===== config.mk =====
export PLATFORM = sky130hd
export DESIGN_NAME = store_buffer_flat
export DESIGN_NICKNAME = d
export VERILOG_FILES = /design/src/rtl/store_buffer_if.sv /design/src/rtl/store_buffer.sv /design/src/flat_wrapper.sv
export SDC_FILE = /design/constraint.sdc
export NUM_CORES = 1
export LEC_CHECK = 0
export ABC_CLOCK_PERIOD_IN_PS = 3700
export BUFFER_PORTS_ARGS = -buffer_cell sky130_fd_sc_hd__buf_2
export CORE_ASPECT_RATIO = 2
export CORE_MARGIN = 2
export CORE_UTILIZATION = 53
export DETAILED_ROUTE_END_ITERATION = 10
export GPL_TIMING_DRIVEN = 1
export PLACE_DENSITY = 0.75
export SLEW_MARGIN = 10
export SYNTH_ARGS = -nofsm -noshare
export SYNTH_HDL_FRONTEND = slang
export SYNTH_SLANG_ARGS = --single-unit

===== constraint.sdc =====
create_clock -name clk -period 3.7 [get_ports clk]
set_input_delay 0.185 -clock clk [delete_from_list [all_inputs] [get_ports clk]]
set_output_delay 0.185 -clock clk [all_outputs]
set_load 0.005 [all_outputs]

===== src/rtl/store_buffer_if.sv =====
// rtl/store_buffer_if.sv - store and memory-write signal bundle for store_buffer; STORE_BUF_FWD_EN adds load-forwarding signals
interface store_buffer_if #(
    parameter int WIDTH = 32
);
    logic             st_valid;
    logic             st_ready;
    logic [WIDTH-1:0] st_addr;
    logic [WIDTH-1:0] st_data;
    logic [1:0]       st_size;
    logic             st_err;
    logic             mem_req;
    logic             mem_ack;
    logic [WIDTH-1:0] mem_addr;
    logic [WIDTH-1:0] mem_wdata;
    logic [3:0]       mem_be;
    logic             empty;
`ifdef STORE_BUF_FWD_EN
    logic [WIDTH-1:0] ld_addr;
    logic             fwd_hit;
    logic [WIDTH-1:0] fwd_data;
    logic [3:0]       fwd_be;

    modport master (
        output st_valid, st_addr, st_data, st_size, mem_ack, ld_addr,
        input  st_ready, st_err, mem_req, mem_addr, mem_wdata, mem_be, empty,
               fwd_hit, fwd_data, fwd_be
    );
    modport slave (
        input  st_valid, st_addr, st_data, st_size, mem_ack, ld_addr,
        output st_ready, st_err, mem_req, mem_addr, mem_wdata, mem_be, empty,
               fwd_hit, fwd_data, fwd_be
    );
`else
    modport master (
        output st_valid, st_addr, st_data, st_size, mem_ack,
        input  st_ready, st_err, mem_req, mem_addr, mem_wdata, mem_be, empty
    );
    modport slave (
        input  st_valid, st_addr, st_data, st_size, mem_ack,
        output st_ready, st_err, mem_req, mem_addr, mem_wdata, mem_be, empty
    );
`endif
endinterface


===== src/rtl/store_buffer.sv =====
// rtl/store_buffer.sv - in-order store buffer draining lane-shifted writes to memory
// Optional store-to-load forwarding is enabled by defining STORE_BUF_FWD_EN.
module store_buffer #(
    parameter int WIDTH = 32,
    parameter int DEPTH = 4
) (
    input  logic          clk,
    input  logic          rst,
    store_buffer_if.slave bus
);
    localparam int PW = (DEPTH > 1) ? $clog2(DEPTH) : 1;
    localparam logic [PW:0]   CNT_FULL = (PW+1)'(DEPTH);
    localparam logic [PW:0]   CNT_ONE  = (PW+1)'(1);
    localparam logic [PW-1:0] PTR_ONE  = PW'(1);

    typedef enum logic {S_IDLE, S_BUSY} state_t;

    state_t           state_q;
    logic [WIDTH-3:0] ent_addr_q [DEPTH];
    logic [WIDTH-1:0] ent_data_q [DEPTH];
    logic [3:0]       ent_be_q   [DEPTH];
    logic [PW-1:0]    wr_ptr_q, rd_ptr_q, nxt_ptr;
    logic [PW:0]      count_q;
    logic             mem_req_q, st_err_q;
    logic [WIDTH-1:0] mem_addr_q, mem_wdata_q;
    logic [3:0]       mem_be_q;

    logic [1:0]       lo;
    logic             aligned, accept, push, pop, st_ready;
    logic [WIDTH-1:0] in_data;
    logic [3:0]       in_be;

    logic             load_en;
    logic [WIDTH-3:0] load_addr_d;
    logic [WIDTH-1:0] load_data_d;
    logic [3:0]       load_be_d;

    assign lo = bus.st_addr[1:0];

    // Format the incoming store into memory lanes and decide legality.
    always_comb begin
        aligned = 1'b0;
        in_data = '0;
        in_be   = 4'b0000;
        case (bus.st_size)
            2'b00: begin
                aligned = 1'b1;
                in_data = {{(WIDTH-8){1'b0}}, bus.st_data[7:0]} << {lo, 3'b000};
                in_be   = 4'b0001 << lo;
            end
            2'b01: begin
                aligned = ~lo[0];
                in_data = {{(WIDTH-16){1'b0}}, bus.st_data[15:0]} << {lo[1], 4'b0000};
                in_be   = 4'b0011 << {lo[1], 1'b0};
            end
            2'b10: begin
                aligned = (lo == 2'b00);
                in_data = bus.st_data;
                in_be   = 4'b1111;
            end
            default: ;
        endcase
    end

    // The entry being written to memory stays in the FIFO (and in count) until acked.
    assign pop      = (state_q == S_BUSY) && bus.mem_ack;
    assign st_ready = (count_q != CNT_FULL) || pop;
    assign accept   = bus.st_valid && st_ready && !rst;
    assign push     = accept && aligned;
    assign nxt_ptr  = rd_ptr_q + PTR_ONE;

    // Choose what the output registers take next: head, next entry, or a bypassed new store.
    always_comb begin
        load_en     = 1'b0;
        load_addr_d = ent_addr_q[rd_ptr_q];
        load_data_d = ent_data_q[rd_ptr_q];
        load_be_d   = ent_be_q[rd_ptr_q];
        if (state_q == S_IDLE) begin
            if (count_q != '0) begin
                load_en = 1'b1;
            end else if (push) begin
                load_en     = 1'b1;
                load_addr_d = bus.st_addr[WIDTH-1:2];
                load_data_d = in_data;
                load_be_d   = in_be;
            end
        end else if (pop) begin
            if (count_q > CNT_ONE) begin
                load_en     = 1'b1;
                load_addr_d = ent_addr_q[nxt_ptr];
                load_data_d = ent_data_q[nxt_ptr];
                load_be_d   = ent_be_q[nxt_ptr];
            end else if (push) begin
                load_en     = 1'b1;
                load_addr_d = bus.st_addr[WIDTH-1:2];
                load_data_d = in_data;
                load_be_d   = in_be;
            end
        end
    end

    always_ff @(posedge clk) begin
        if (push) begin
            ent_addr_q[wr_ptr_q] <= bus.st_addr[WIDTH-1:2];
            ent_data_q[wr_ptr_q] <= in_data;
            ent_be_q[wr_ptr_q]   <= in_be;
        end
    end

    always_ff @(posedge clk) begin
        if (rst) begin
            state_q     <= S_IDLE;
            wr_ptr_q    <= '0;
            rd_ptr_q    <= '0;
            count_q     <= '0;
            mem_req_q   <= 1'b0;
            st_err_q    <= 1'b0;
            mem_addr_q  <= '0;
            mem_wdata_q <= '0;
            mem_be_q    <= 4'b0000;
        end else begin
            st_err_q <= accept && !aligned;
            if (push) begin
                wr_ptr_q <= wr_ptr_q + PTR_ONE;
            end
            if (pop) begin
                rd_ptr_q <= nxt_ptr;
            end
            if (push && !pop) begin
                count_q <= count_q + CNT_ONE;
            end else if (pop && !push) begin
                count_q <= count_q - CNT_ONE;
            end
            if (load_en) begin
                state_q     <= S_BUSY;
                mem_req_q   <= 1'b1;
                mem_addr_q  <= {load_addr_d, 2'b00};
                mem_wdata_q <= load_data_d;
                mem_be_q    <= load_be_d;
            end else if (pop) begin
                state_q   <= S_IDLE;
                mem_req_q <= 1'b0;
            end
        end
    end

    assign bus.st_ready  = st_ready;
    assign bus.st_err    = st_err_q;
    assign bus.mem_req   = mem_req_q;
    assign bus.mem_addr  = mem_addr_q;
    assign bus.mem_wdata = mem_wdata_q;
    assign bus.mem_be    = mem_be_q;
    assign bus.empty     = (count_q == '0) && !mem_req_q;

`ifdef STORE_BUF_FWD_EN
    logic             fwd_hit;
    logic [WIDTH-1:0] fwd_data;
    logic [3:0]       fwd_be;
    logic [PW-1:0]    fwd_idx;
    logic [1:0]       unused_ld_lo;

    assign unused_ld_lo = bus.ld_addr[1:0];

    // Scan oldest to youngest so the last match (youngest) wins.
    always_comb begin
        fwd_hit  = 1'b0;
        fwd_data = '0;
        fwd_be   = 4'b0000;
        fwd_idx  = rd_ptr_q;
        for (int i = 0; i < DEPTH; i++) begin
            fwd_idx = rd_ptr_q + PW'(i);
            if (((PW+1)'(i) < count_q) && (ent_addr_q[fwd_idx] == bus.ld_addr[WIDTH-1:2])) begin
                fwd_hit  = 1'b1;
                fwd_data = ent_data_q[fwd_idx];
                fwd_be   = ent_be_q[fwd_idx];
            end
        end
    end

    assign bus.fwd_hit  = fwd_hit;
    assign bus.fwd_data = fwd_data;
    assign bus.fwd_be   = fwd_be;
`endif
endmodule


===== src/flat_wrapper.sv =====
// flat-port wrapper written by rule: the top's interface ports become plain ports
module store_buffer_flat 
#(
    parameter int WIDTH = 32,
    parameter int DEPTH = 4
)
  (clk, rst, bus_st_valid, bus_st_addr, bus_st_data, bus_st_size, bus_mem_ack, bus_st_ready, bus_st_err, bus_mem_req, bus_mem_addr, bus_mem_wdata, bus_mem_be, bus_empty);
  store_buffer_if #(.WIDTH(WIDTH)) bus_i ();
  input  logic clk;
  input  logic rst;
  input wire logic [$bits(bus_i.st_valid)-1:0] bus_st_valid;
  input wire logic [$bits(bus_i.st_addr)-1:0] bus_st_addr;
  input wire logic [$bits(bus_i.st_data)-1:0] bus_st_data;
  input wire logic [$bits(bus_i.st_size)-1:0] bus_st_size;
  input wire logic [$bits(bus_i.mem_ack)-1:0] bus_mem_ack;
  output wire logic [$bits(bus_i.st_ready)-1:0] bus_st_ready;
  output wire logic [$bits(bus_i.st_err)-1:0] bus_st_err;
  output wire logic [$bits(bus_i.mem_req)-1:0] bus_mem_req;
  output wire logic [$bits(bus_i.mem_addr)-1:0] bus_mem_addr;
  output wire logic [$bits(bus_i.mem_wdata)-1:0] bus_mem_wdata;
  output wire logic [$bits(bus_i.mem_be)-1:0] bus_mem_be;
  output wire logic [$bits(bus_i.empty)-1:0] bus_empty;
  assign bus_i.st_valid = bus_st_valid;
  assign bus_i.st_addr = bus_st_addr;
  assign bus_i.st_data = bus_st_data;
  assign bus_i.st_size = bus_st_size;
  assign bus_i.mem_ack = bus_mem_ack;
  assign bus_st_ready = bus_i.st_ready;
  assign bus_st_err = bus_i.st_err;
  assign bus_mem_req = bus_i.mem_req;
  assign bus_mem_addr = bus_i.mem_addr;
  assign bus_mem_wdata = bus_i.mem_wdata;
  assign bus_mem_be = bus_i.mem_be;
  assign bus_empty = bus_i.empty;
  store_buffer #(.WIDTH(WIDTH), .DEPTH(DEPTH)) u_core (.clk(clk), .rst(rst), .bus(bus_i));
endmodule

==> After elaboration in Yosys (flattened, before gate mapping) <==
Memories as Yosys holds them, arrays and structs flattened. A register that Yosys moved wholly into a read port is not among the register bits.
Cells that the tools add are included.
{ "totals": {"reg_bits": 75, "ram_bits": 264, "inputBits": 70, "out_inout_bits": 72, "wordCells": 78, "n_memories": 3} }
{ "classes": {"addsub": 4, "order_cmp": 1, "eq_ne": 3, "shifts": 4, "mux": 34, "bitwise": 1, "reduce_logical": 20} }
{ "mem_list": {"columns": ["memory", "words", "width", "read_ports", "rd_clocked_by_memory_dff", "wr", "line_no", "rtl"], "rows": [
  ["u_core.ent_data_q", 4, 32, 2, 1, 1, "store_buffer.sv:20", "logic [WIDTH-1:0] ent_data_q [DEPTH];"],
  ["u_core.ent_addr_q", 4, 30, 2, 1, 1, "store_buffer.sv:19", "logic [WIDTH-3:0] ent_addr_q [DEPTH];"],
  ["u_core.ent_be_q", 4, 4, 2, 1, 1, "store_buffer.sv:21", "logic [3:0] ent_be_q [DEPTH];"]
]} }
{ "ops": {"columns": ["operator", "n"], "rows": [
  ["32-bit two-way mux", 5],
  ["30-bit two-way mux", 5],
  ["32-bit case mux with 3 select lines", 1],
  ["16-bit by 5-bit << shifter with 32-bit output", 1],
  ["8-bit by 5-bit << shifter with 32-bit output", 1],
  ["4-bit two-way mux", 5],
  ["2-bit two-way mux", 6],
  ["4-bit case mux with 3 select lines", 1],
  ["1-bit logical AND", 8],
  ["1-bit two-way mux", 8],
  ["3-bit two-way mux", 2],
  ["1-bit zero test", 5],
  ["2-bit by 1-bit adder with 2-bit output (second input constant)", 2],
  ["2-bit zero test", 2],
  ["2-bit nonzero test", 2],
  ["1-bit by 2-bit << shifter with 4-bit output (first input constant)", 1],
  ["2-bit by 2-bit << shifter with 4-bit output (first input constant)", 1],
  ["3-bit by 1-bit adder with 3-bit output (second input constant)", 1],
  ["3-bit by 1-bit greater-than comparator with 1-bit output (second input constant)", 1],
  ["3-bit zero test", 1],
  ["3-bit != test (second input constant)", 1],
  ["1-bit case mux with 3 select lines", 1],
  ["3-bit nonzero test", 1],
  ["3-bit by 1-bit subtractor with 3-bit output (second input constant)", 1],
  ["other kinds (4)", 4]
]} }

==> Depth between registers and ports, before layout <==
{ "logic_depth": {"ltp_word": 10, "ltp_mapped": 11, "depth_no_buf": 10} }

==> Worst setup path after synthesis <==
OpenSTA, ideal clock, no wires.
{ "synth_timing": {"path_kind": "flip-flop to flip-flop", "from": "reg u_core.count_q[0]", "to": "mem u_core.ent_addr_q[0][0] (netlist bit) (enable)", "setup_ns": 0.431, "arrival_time_ns": 3.012, "required_ns": 3.269, "path_slack_ns": 0.257, "stages_incl_launch_ff": 6, "n_path_buf": 1, "period_less_slack_ns": 3.443, "path_cell_list": "dfxtp_1 -> inv_1 -> ha_1 -> a311oi_4 -> clkbuf_1 -> and3_1"} }
{ "synth_between": {"elab_chain_cells": 7} }
{ "synth_lines": {"columns": ["item", "line_no", "rtl"], "rows": [
  ["start, declared", "store_buffer.sv:23", "logic [PW:0] count_q;"],
  ["start signal, assigned", "store_buffer.sv:130", "count_q <= count_q + CNT_ONE;"],
  ["start signal, assigned", "store_buffer.sv:132", "count_q <= count_q - CNT_ONE;"],
  ["3-bit != test", "store_buffer.sv:67", "assign st_ready = (count_q != CNT_FULL) || pop;"],
  ["1-bit logical OR", "store_buffer.sv:67", null],
  ["1-bit logical AND (2 in a row)", "store_buffer.sv:68", "assign accept = bus.st_valid && st_ready && !rst;"],
  ["1-bit logical AND", "store_buffer.sv:69", "assign push = accept && aligned;"],
  ["1-bit two-way mux", "store_buffer.sv:103", "if (push) begin"],
  ["1-bit two-way mux (not written as such)", "store_buffer.sv:104", "ent_addr_q[wr_ptr_q] <= bus.st_addr[WIDTH-1:2];"],
  ["end, declared", "store_buffer.sv:19", null]
]} }
Every way passes these cells.

==> Worst setup path after layout <==
{ "layout_timing": {"from": "reg u_core.count_q[0]", "to": "reg u_core.mem_addr_q[24] (netlist: u_core.bus.mem_addr[24])"} }
{ "layout_between": {"elab_chain_cells": 9, "word_cells_on_any_way": 17, "cone_classes": "1 x order compare; 1 x eq/ne; 10 x mux; 5 x reduce/logical"} }
{ "layout_lines": {"columns": ["item", "line_no", "rtl"], "rows": [
  ["3-bit != test", "store_buffer.sv:67", null],
  ["1-bit logical OR", "store_buffer.sv:67", null],
  ["1-bit logical AND (2 in a row)", "store_buffer.sv:68", null],
  ["1-bit logical AND", "store_buffer.sv:69", null],
  ["30-bit two-way mux / 1-bit two-way mux (equally long branches)", "store_buffer.sv:81, store_buffer.sv:93", null],
  ["30-bit two-way mux / 1-bit two-way mux (equally long branches)", "store_buffer.sv:88", "if (count_q > CNT_ONE) begin"],
  ["30-bit two-way mux / 1-bit two-way mux (equally long branches)", "store_buffer.sv:87", "end else if (pop) begin"],
  ["30-bit two-way mux / 1-bit two-way mux (equally long branches)", "store_buffer.sv:78", "if (state_q == S_IDLE) begin"],
  ["end signal, assigned", "store_buffer.sv:137", "mem_addr_q <= {load_addr_d, 2'b00};"],
  ["end, declared", "store_buffer.sv:25", "logic [WIDTH-1:0] mem_addr_q, mem_wdata_q;"]
]} }
Several ways; a longest one is shown, not always the timed one.
A chain may end at the register's enable or synchronous reset.

==> run_results.csv <==
group,metric,value,unit
outcome,status,"completed",
sta,post-route-period-util,82.0,%
die,ios,142,
layout,layout-drive-gt1-share,33.1,%
worst_hold_path,hp-class,"in2reg",
synthesis,synth-seq-cells,341,
synthesis,syn_area,17700,um2
clock_tree,htree_levels,1,
routing,num_vias,13200,
clock_tree,clockRootBuffer,"clkbuf_16",
global_route,grt_max_degree,75,
clock_tree,cts_resized,0,
synthesis,synth.distinct_cells,55,
global_route,antenna_found_initial,3,
power_and_ir_drop,irDropWorstVdd,0.581,mV
clock_tree,clock_latency,560,ps
global_route,overflow,0,
synthesis,synth_area_leaders,"edfxtp_1 45%, mux4_2 17%, dfxtp_1 8.7%",
sta,rsz0062_at_grt,"no",
setup_path,crit_fanout,20,
synthesis,synth_flop_cell,"edfxtp_1",
sta,drv_slew,0,
sta,clock_skew,12.3,ps
sta,setup_violations,0,
synthesis,synth_cells,1263,
setup_path,r2r-start,"u_core.count_q[0]",
routing,wl_per_cell,27.9,um
power_and_ir_drop,power-per-cell-area,619,nW/um2
synthesis,synth_edf_count,264,
synthesis,synth_top_area_share,44.9,%
setup_path,cp-end-kind,"register",
clock_tree,cts.clk_slew.worst_paths,80,ps
sta,fin_ws,666,ps
die,rows,94,
die,fp.dieH,262,um
job,maxCapViolCount,0,
sta,hold_violations,0,
sta,period_needed,3030,ps
clock_tree,clk_path_buf_depth,3,
setup_path,crit_start,"u_core.count_q[0]",
clock_tree,numCtsBuffers,29,
sta,max_freq,0.330,GHz
setup_path,worstSetupPathType,"reg2reg",
synthesis,synthArstFlopShare,0,%
layout,num-nets-final,1439,
global_route,track_usage,28.5,%
routing,first_pass_iters,6,
setup_path,start_kind,"register",
placement,globalplace.congestion,0.845,
routing,routed_wl,50800,um
clock_tree,cts_sinks,341,
layout,mostFrequentLayoutCells,"264 x edfxtp_1, 139 x buf_2, 132 x mux4_2",
synthesis,yosysTopAreaCell,"edfxtp_1",
power_and_ir_drop,p_leak,6.53,nW
die,die_w,133,um
sta,relSlewSlack,33.7,%
worst_hold_path,hp-start,"bus_st_data[16]",
routing,ant_nets,0,
synthesis,yosysSeqAreaShare,53.6,%
placement,hpwlAfterDp,31400,um
die,dieArea,34900,um2
clock_tree,cts_setup_buffers,0,
sta,tns,0,ps
synthesis,yosys_warnings,0,
setup_path,worstPathRequired,4170,ps
clock_tree,cts_tree,"built",
placement,place_ws,720,ps
sta,worst_slew_pin_slew,991,ps
global_route,grt_pass1_wl,76600,um
setup_path,crit_arrival,3500,ps
layout,syn2layout_area_growth,13.7,%
layout,final_common_cell,"edfxtp_1",
die,start_util,53.6,%
global_route,grt_pass1_vias,13400,
routing,drtIter0Drc,1554,
synthesis,syn_avg_cell_area,14.0,um2
routing,vias_per_cell,7.23,
placement,portBuffers,139,
die,core,32900,um2
clock_tree,hold_buffers,31,
routing,route.detailed.drc,0,
==> through the flow <==
step	cells	power [mW]	cell area, um2	hold slack (ps)	utilization [%]
floorplan	1264	7.84	17700	284	-
global placement	1730	9.26	18800	429	57.2
detailed placement	1730	9.37	18800	437	57.2
CTS	1814	12.4	20100	61.1	61.0
global route	1817	12.9	20100	101	61.0
finish	1818	12.4	20100	94.0	61.0
==> sequential cells by signal, summed over array words and instances, names as in the netlist, named ones only <==
name and cells:
u_core.bus.mem_wdata 32, u_core.ent_data_q 128, u_core.bus.st_err 1, u_core.ent_addr_q 120
u_core.ent_be_q 16, u_core.count_q 3, u_core.bus.mem_addr 30, u_core.rd_ptr_q 2
u_core.state_q 1, u_core.bus.mem_be 4, u_core.wr_ptr_q 2
==> critical path: stages, from the launching register on <==
cell,delay (ps)
dfxtp_1,360
inv_1,90
ha_1,300
nor4bb_1,700
o21ai_4,460
buf_4,380
mux2_2,260
nand2_1,70
a311oi_1,310
==> power breakdown <==
part	switching [mW]	total, mW	internal, mW
clock network	1.43	3.05	1.63
logic	2.67	4.51	1.84
registers	0.373	4.88	4.51
total	4.47	12.4	7.97
==> Yosys cell counts (40+ instances only) <==
| cell type | n |
|---|---|
| a221oi_1 | 67 |
| buf_2 | 45 |
| clkbuf_1 | 90 |
| edfxtp_1 | 264 |
| mux2_2 | 56 |
| a21o_1 | 40 |
| mux4_2 | 132 |
| a311oi_1 | 66 |
| nand2_1 | 95 |
| o21ai_0 | 70 |
| dfxtp_1 | 77 |
==> final cells by class <==
type / instances / area [um2]
Fill cell: 2431 / 12800
Sequential cell: 341 / 9480
Multi-Input combinational cell: 763 / 7570
Timing Repair Buffer: 216 / 1500
Clock buffer: 31 / 743
Tap cell: 432 / 541
Clock inverter: 22 / 206
Inverter: 9 / 36.3
Antenna cell: 4 / 10.0
==> routing by layer <==
layer | GRT usage, % | up-vias | part of all wire (%)
li1 | - | 5468 | -
met1 | 33.6 | 6610 | 34
met2 | 50.8 | 908 | 53
met3 | 3.50 | 165 | 8.6
met4 | 14.7 | 0 | 4.5
met5 | 0 | - | 0
==> kinds of logic (layout without fill, tap and decap cells) <==
family	Yosys count	in the layout	synth area share, %
xor gates and xnor gates	5	5	0.248
DFF	341	341	53.6
AOI/OAI and AO/OA	327	327	14.5
buffers and inverters	160	278	3.78
muxes	189	189	20.5
adders and majority gates	9	9	0.637
and+or+nand+nor	231	231	6.78
other	1	6	0.0212
==> worst paths after layout <==
check,end,slack [ps],cells after the start
hold / removal,u_core.ent_data_q[0][16],90,2
setup / recovery,u_core.bus.mem_addr[24],670,8
hold reg to reg,u_core.count_q[1],560,2
setup reg to reg,u_core.bus.mem_addr[24],670,8
No activity file was read; power rests on OpenSTA's default activity.
